### src/rtl/tmds_serializer_nch.sv
// NUM_CH-lane WIDTH:1 TMDS serializer with a one-deep holding buffer, idle-word fill and sticky underflow.
// Define TMDS_SERIALIZER_CLK_CH_EN to add the o_clk_serial clock-pattern lane.
module tmds_serializer_nch #(
  parameter int          NUM_CH    = 3,
  parameter int          WIDTH     = 10,
  parameter int          MSB_FIRST = 0,
  parameter logic [63:0] IDLE_WORD = 64'b1101010100
) (
  input  logic                      i_tmdsclk,
  input  logic                      i_reset,
  input  logic                      i_valid,
  output logic                      o_ready,
  input  logic [NUM_CH*WIDTH-1:0]   i_data,
  output logic [NUM_CH-1:0]         o_serial,
  output logic                      o_word_strobe,
  output logic                      o_underflow,
  input  logic                      i_clr_underflow
`ifdef TMDS_SERIALIZER_CLK_CH_EN
  ,
  output logic                      o_clk_serial
`endif
);

  localparam int              CW       = $clog2(WIDTH);
  localparam logic [CW-1:0]   LAST_BIT = CW'(WIDTH - 1);
  localparam logic [WIDTH-1:0] IDLE_W  = WIDTH'(IDLE_WORD);

  logic [CW-1:0]            bit_cnt;
  logic                     hold_full;
  logic [NUM_CH*WIDTH-1:0]  hold;
  logic [WIDTH-1:0]         shifter [NUM_CH];
  logic                     underflow;
  logic                     load_now;
  logic                     xfer;
  logic                     starve;

  assign load_now      = (bit_cnt == LAST_BIT);
  assign o_ready       = i_reset & (~hold_full | load_now);
  assign xfer          = i_valid & o_ready;
  assign starve        = load_now & ~hold_full & ~xfer;
  assign o_word_strobe = load_now;
  assign o_underflow   = underflow;

  function automatic logic [WIDTH-1:0] shift_one(input logic [WIDTH-1:0] w);
    if (MSB_FIRST != 0)
      return {w[WIDTH-2:0], 1'b0};
    else
      return {1'b0, w[WIDTH-1:1]};
  endfunction

  always_ff @(posedge i_tmdsclk) begin
    if (!i_reset) begin
      bit_cnt   <= '0;
      hold_full <= 1'b0;
      hold      <= '0;
    end else begin
      bit_cnt <= load_now ? '0 : bit_cnt + CW'(1);
      if (load_now) begin
        // An empty hold on the load edge means a transfer bypasses straight into the shifters.
        if (hold_full) begin
          if (xfer)
            hold <= i_data;
          else
            hold_full <= 1'b0;
        end
      end else if (xfer) begin
        hold      <= i_data;
        hold_full <= 1'b1;
      end
    end
  end

  always_ff @(posedge i_tmdsclk) begin
    if (!i_reset) begin
      for (int k = 0; k < NUM_CH; k++)
        shifter[k] <= '0;
    end else begin
      for (int k = 0; k < NUM_CH; k++) begin
        if (load_now) begin
          if (hold_full)
            shifter[k] <= hold[k*WIDTH +: WIDTH];
          else if (xfer)
            shifter[k] <= i_data[k*WIDTH +: WIDTH];
          else
            shifter[k] <= IDLE_W;
        end else begin
          shifter[k] <= shift_one(shifter[k]);
        end
      end
    end
  end

  // A starved load sets the flag even when a clear arrives on the same edge.
  always_ff @(posedge i_tmdsclk) begin
    if (!i_reset)
      underflow <= 1'b0;
    else if (starve)
      underflow <= 1'b1;
    else if (i_clr_underflow)
      underflow <= 1'b0;
  end

  for (genvar k = 0; k < NUM_CH; k++) begin : g_lane
    assign o_serial[k] = (MSB_FIRST != 0) ? shifter[k][WIDTH-1] : shifter[k][0];
  end

`ifdef TMDS_SERIALIZER_CLK_CH_EN
  // The clock lane always emits WIDTH/2 ones first, so the ones sit at the end shifted out first.
  localparam logic [WIDTH-1:0] HALF_ONES = WIDTH'({(WIDTH/2){1'b1}});
  localparam logic [WIDTH-1:0] CLK_WORD  = (MSB_FIRST != 0) ? ~HALF_ONES : HALF_ONES;

  logic [WIDTH-1:0] clk_shifter;

  always_ff @(posedge i_tmdsclk) begin
    if (!i_reset)
      clk_shifter <= '0;
    else if (load_now)
      clk_shifter <= CLK_WORD;
    else
      clk_shifter <= shift_one(clk_shifter);
  end

  assign o_clk_serial = (MSB_FIRST != 0) ? clk_shifter[WIDTH-1] : clk_shifter[0];
`endif

endmodule

### config.mk
export PLATFORM = sky130hd
export DESIGN_NAME = tmds_serializer_nch
export DESIGN_NICKNAME = d
export VERILOG_FILES = /design/src/rtl/tmds_serializer_nch.sv
export SDC_FILE = /design/constraint.sdc
export NUM_CORES = 1
export LEC_CHECK = 0
export BUFFER_PORTS_ARGS = -buffer_cell sky130_fd_sc_hd__buf_2
export CORE_MARGIN = 8
export CORE_UTILIZATION = 61
export DETAILED_ROUTE_END_ITERATION = 12
export PLACE_DENSITY = 0.84
export SYNTH_ARGS = -nofsm -noshare
export SYNTH_HDL_FRONTEND = slang
export SYNTH_SLANG_ARGS = --single-unit
### constraint.sdc
create_clock -name i_tmdsclk -period 3.4 [get_ports i_tmdsclk]
set_clock_uncertainty 0.15 [all_clocks]
set_input_delay 0.17 -clock i_tmdsclk [delete_from_list [all_inputs] [get_ports i_tmdsclk]]
set_output_delay 0.17 -clock i_tmdsclk [all_outputs]
set_load 0.01 [all_outputs]
==> results.sh <==
export IMPL_fill_cells=317
export IMPL_wl_per_cell_um=14.3
export IMPL_ys_seq_area_share_pct=52.8
export IMPL_drc_errors=0
export IMPL_crit_fanout=27
export IMPL_io_buffer_count=39
export IMPL_layout_drive_gt1_share_pct=15.2
export IMPL_antenna_found_initial=0
export IMPL_first_pass_iters=4
export IMPL_final_nets=440
export IMPL_cts_path_max_buffers=2
export IMPL_synth_seq_cells=66
export IMPL_worst_endpoint_arrival_ns=2.60
export IMPL_synthArstFlopShare_pct=0
export IMPL_cts_inserted_buffers=9
export IMPL_fmaxAchievable_mhz=401
export IMPL_yosys_top_cells_area="edfxtp_1 29%, dfxtp_1 23%, mux2i_1 10%"
export IMPL_min_path_type="input pin to flop"
export IMPL_worst_pin_slew_ns=0.763
export IMPL_drt_iter0_markers=202
export IMPL_fin_crit_sh_pct=73.3
export IMPL_core_rowCount=26
export IMPL_chipHeight_um=87.0
export IMPL_p_leak_nw=1.91
export IMPL_final_setup_viol_count=0
export IMPL_fp_coreArea_um2=4980
export IMPL_drtAntennaViolNets=0
export IMPL_wl_um=6840
export IMPL_avgSynthCellArea_um2=9.66
export IMPL_place_ws_ns=0.980
export IMPL_cts_setup_buffers=0
export IMPL_timing_final_ws_setup_ns=0.906
export IMPL_ir_worst_vdd_mv=0.353
export IMPL_synth_warning_count=0
export IMPL_relSlewSlack_pct=49.1
export IMPL_die_w_um=87.0
export IMPL_min_to="o_underflow$_SDFFE_PN0P_"
export IMPL_final_max_slew_viol_count=0
export IMPL_worstHoldStart="i_clr_underflow"
export IMPL_status="completed"
export IMPL_gp_congestion=0.761
export IMPL_diodes=0
export IMPL_synth_top_cell_area_share_pct=29.3
export IMPL_clock_latency_ns=0.34
export IMPL_grt_max_degree=44
export IMPL_finalHoldViolCount=0
export IMPL_p_comb_share_pct=9.5
export IMPL_grt_first_pass_wirelength_um=11400
export IMPL_via_per_inst=5.21
export IMPL_synthCells=318
export IMPL_htreeDepth=3
export IMPL_r2r_start="bit_cnt[0]$_SDFF_PN0_"
export IMPL_areaGrowthSynthToFinish_pct=27.5
export IMPL_dp_hpwl_um=4100
export IMPL_tritoncts="done"
export IMPL_synth_edf_count=30
export IMPL_p_int_mw=1.48
export IMPL_setup_tns_ns=0
export IMPL_initial_utilization_pct=61.7
export IMPL_io_pins=40
export IMPL_r2r_cells=6
export IMPL_rsz0062_at_grt="false"
export IMPL_clk_pin_slew_ns=0.08
export IMPL_synth_area_um2=3070
export IMPL_grt_total_usage_pct=19.1
export IMPL_critical_path_required_ns=3.51
export IMPL_synth_cell_type_count=34
export IMPL_yosys_most_used_dff="dfxtp_1"
export IMPL_start_kind="flop"
export IMPL_num_vias=2488
export IMPL_switchingPower_mw=0.426
export IMPL_end_kind="flop"
export IMPL_swShare_pct=22.4
export IMPL_clkPwrFrac_pct=42.2
export IMPL_yosys_area_top_type="edfxtp_1"
export IMPL_pwr_share_seq_pct=48.3
export IMPL_cts_sink_count=66
export IMPL_synth_most_common_cell="nand3_1"
export IMPL_dieArea_um2=7560
export IMPL_powerDensity_nw_per_um2=485
export IMPL_maxCapViolations=0
export IMPL_gr_total_overflow=0
export IMPL_path_class="flop to flop"
export IMPL_hold_path_depth=3
export IMPL_period_minus_slack_ns=2.49
export IMPL_r2r_slack_ns=0.91
export IMPL_grt_pass1_vias=2491
export IMPL_netlist_top_cells_count="58 x nand3_1, 43 x nand2_1, 36 x dfxtp_1, 36 x inv_1, 31 x mux2i_1"
export IMPL_r2r_end="hold[11]$_SDFFE_PN0P_"
export IMPL_clock_root_buffer="clkbuf_8"
-- registers in the layout, summed over array words and instances, names as in the netlist --
name	count
bit_cnt	4
shifter	30
o_underflow	1
hold	30
hold_full	1
-- kinds of logic (layout without fill, tap and decap cells) --
logic type                 Yosys count  count (layout)  synth area share [%]
and+or+nand+nor                    117             117                  18.0
DFF                                 66              66                  52.8
buffers and inverters               65             126                  8.84
AOI/OAI and AO/OA                   33              33                  8.39
muxes                               32              32                  10.5
adders and majority gates            2               2                 0.814
xor gates and xnor gates             2               2                 0.570
other                                1              30                 0.122
-- critical path: stages (launching register included) --
cell and delay [ns]:
dfxtp_1 0.39, ha_1 0.26, nand3b_4 0.30, inv_2 0.40, mux2i_4 0.30, buf_4 0.33
mux2i_1 0.27
-- per-layer routing --
| layer | track usage [%] | wire length (um) | share of wire (%) |
|---|---|---|---|
| met1 | 22.1 | 2810 | 41 |
| met3 | 4.53 | 332 | 4.9 |
| met5 | 0 | 0 | 0 |
| met4 | 9.70 | 144 | 2.1 |
| met2 | 32.2 | 3550 | 52 |
-- per-stage QoR --
step	hold slack (ns)	utilization (%)	cells	power, mW	instance area, um^2
finish	0.00981	78.7	478	1.90	3920
global route	0.0236	78.7	478	1.97	3920
CTS	0.00119	78.7	478	1.90	3920
detailed placement	0.276	67.9	433	1.09	3380
global placement	0.268	67.9	433	1.08	3380
floorplan	0.152	-	347	1.04	3180
-- power groups by stage --
stage / registers (mW) / clock network (mW) / logic, mW
2_1_floorplan: 0.920 / 0 / 0.116
3_3_place_gp: 0.932 / 0 / 0.144
3_5_place_dp: 0.935 / 0 / 0.151
4_1_cts: 0.918 / 0.806 / 0.178
5_1_grt: 0.925 / 0.844 / 0.201
6_report: 0.918 / 0.802 / 0.181
-- how the worst max path moves through the flow --
stage                                  end  depth (start not counted)  slack (ns)                  start
2_1_floorplan  shifter[0][2]$_SDFFCE_PP0P_                          5        1.67  bit_cnt[0]$_SDFF_PN0_
3_3_place_gp          hold[6]$_SDFFE_PN0P_                          6        1.10  bit_cnt[0]$_SDFF_PN0_
3_5_place_dp         hold[25]$_SDFFE_PN0P_                          6        0.98  bit_cnt[0]$_SDFF_PN0_
4_1_cts              hold[11]$_SDFFE_PN0P_                          6        0.96  bit_cnt[0]$_SDFF_PN0_
5_1_grt              hold[11]$_SDFFE_PN0P_                          6        0.78  bit_cnt[0]$_SDFF_PN0_
6_report             hold[11]$_SDFFE_PN0P_                          6        0.91  bit_cnt[0]$_SDFF_PN0_
-- cells in the final DEF (no fill, tap or decap), types with 2 or more instances in the layout --
cell and count:
nand3_1 58, nand2_1 43, buf_2 39, inv_1 36, dfxtp_1 36, mux2i_1 31
dlygate4sd3_1 30, edfxtp_1 30, conb_1 30, clkbuf_8 10, nor2_1 9, o221ai_1 8
a31oi_1 8, a21boi_1 5, buf_4 5, a221o_1 4, bufinv_16 3, a21o_1 2
a21oi_1 2, ha_1 2
-- layout make-up --
class,instances,area (um^2),area share [%]
tap,70,87.6,2.23
sequential,66,1620,41.4
clock inverter,5,103,2.62
multi-input combinational,216,1300,33.1
clock buffer,10,138,3.51
inverter,37,139,3.54
timing repair buffer,74,533,13.6
-- what timing repair did --
| item | in CTS | in global routing |
|---|---|---|
| resized for setup | 0 | 0 |
| endpoints found under the hold margin | 32 | 0 |
| hold buffers | 30 | 0 |
No activity file was read; power rests on OpenSTA's default activity.
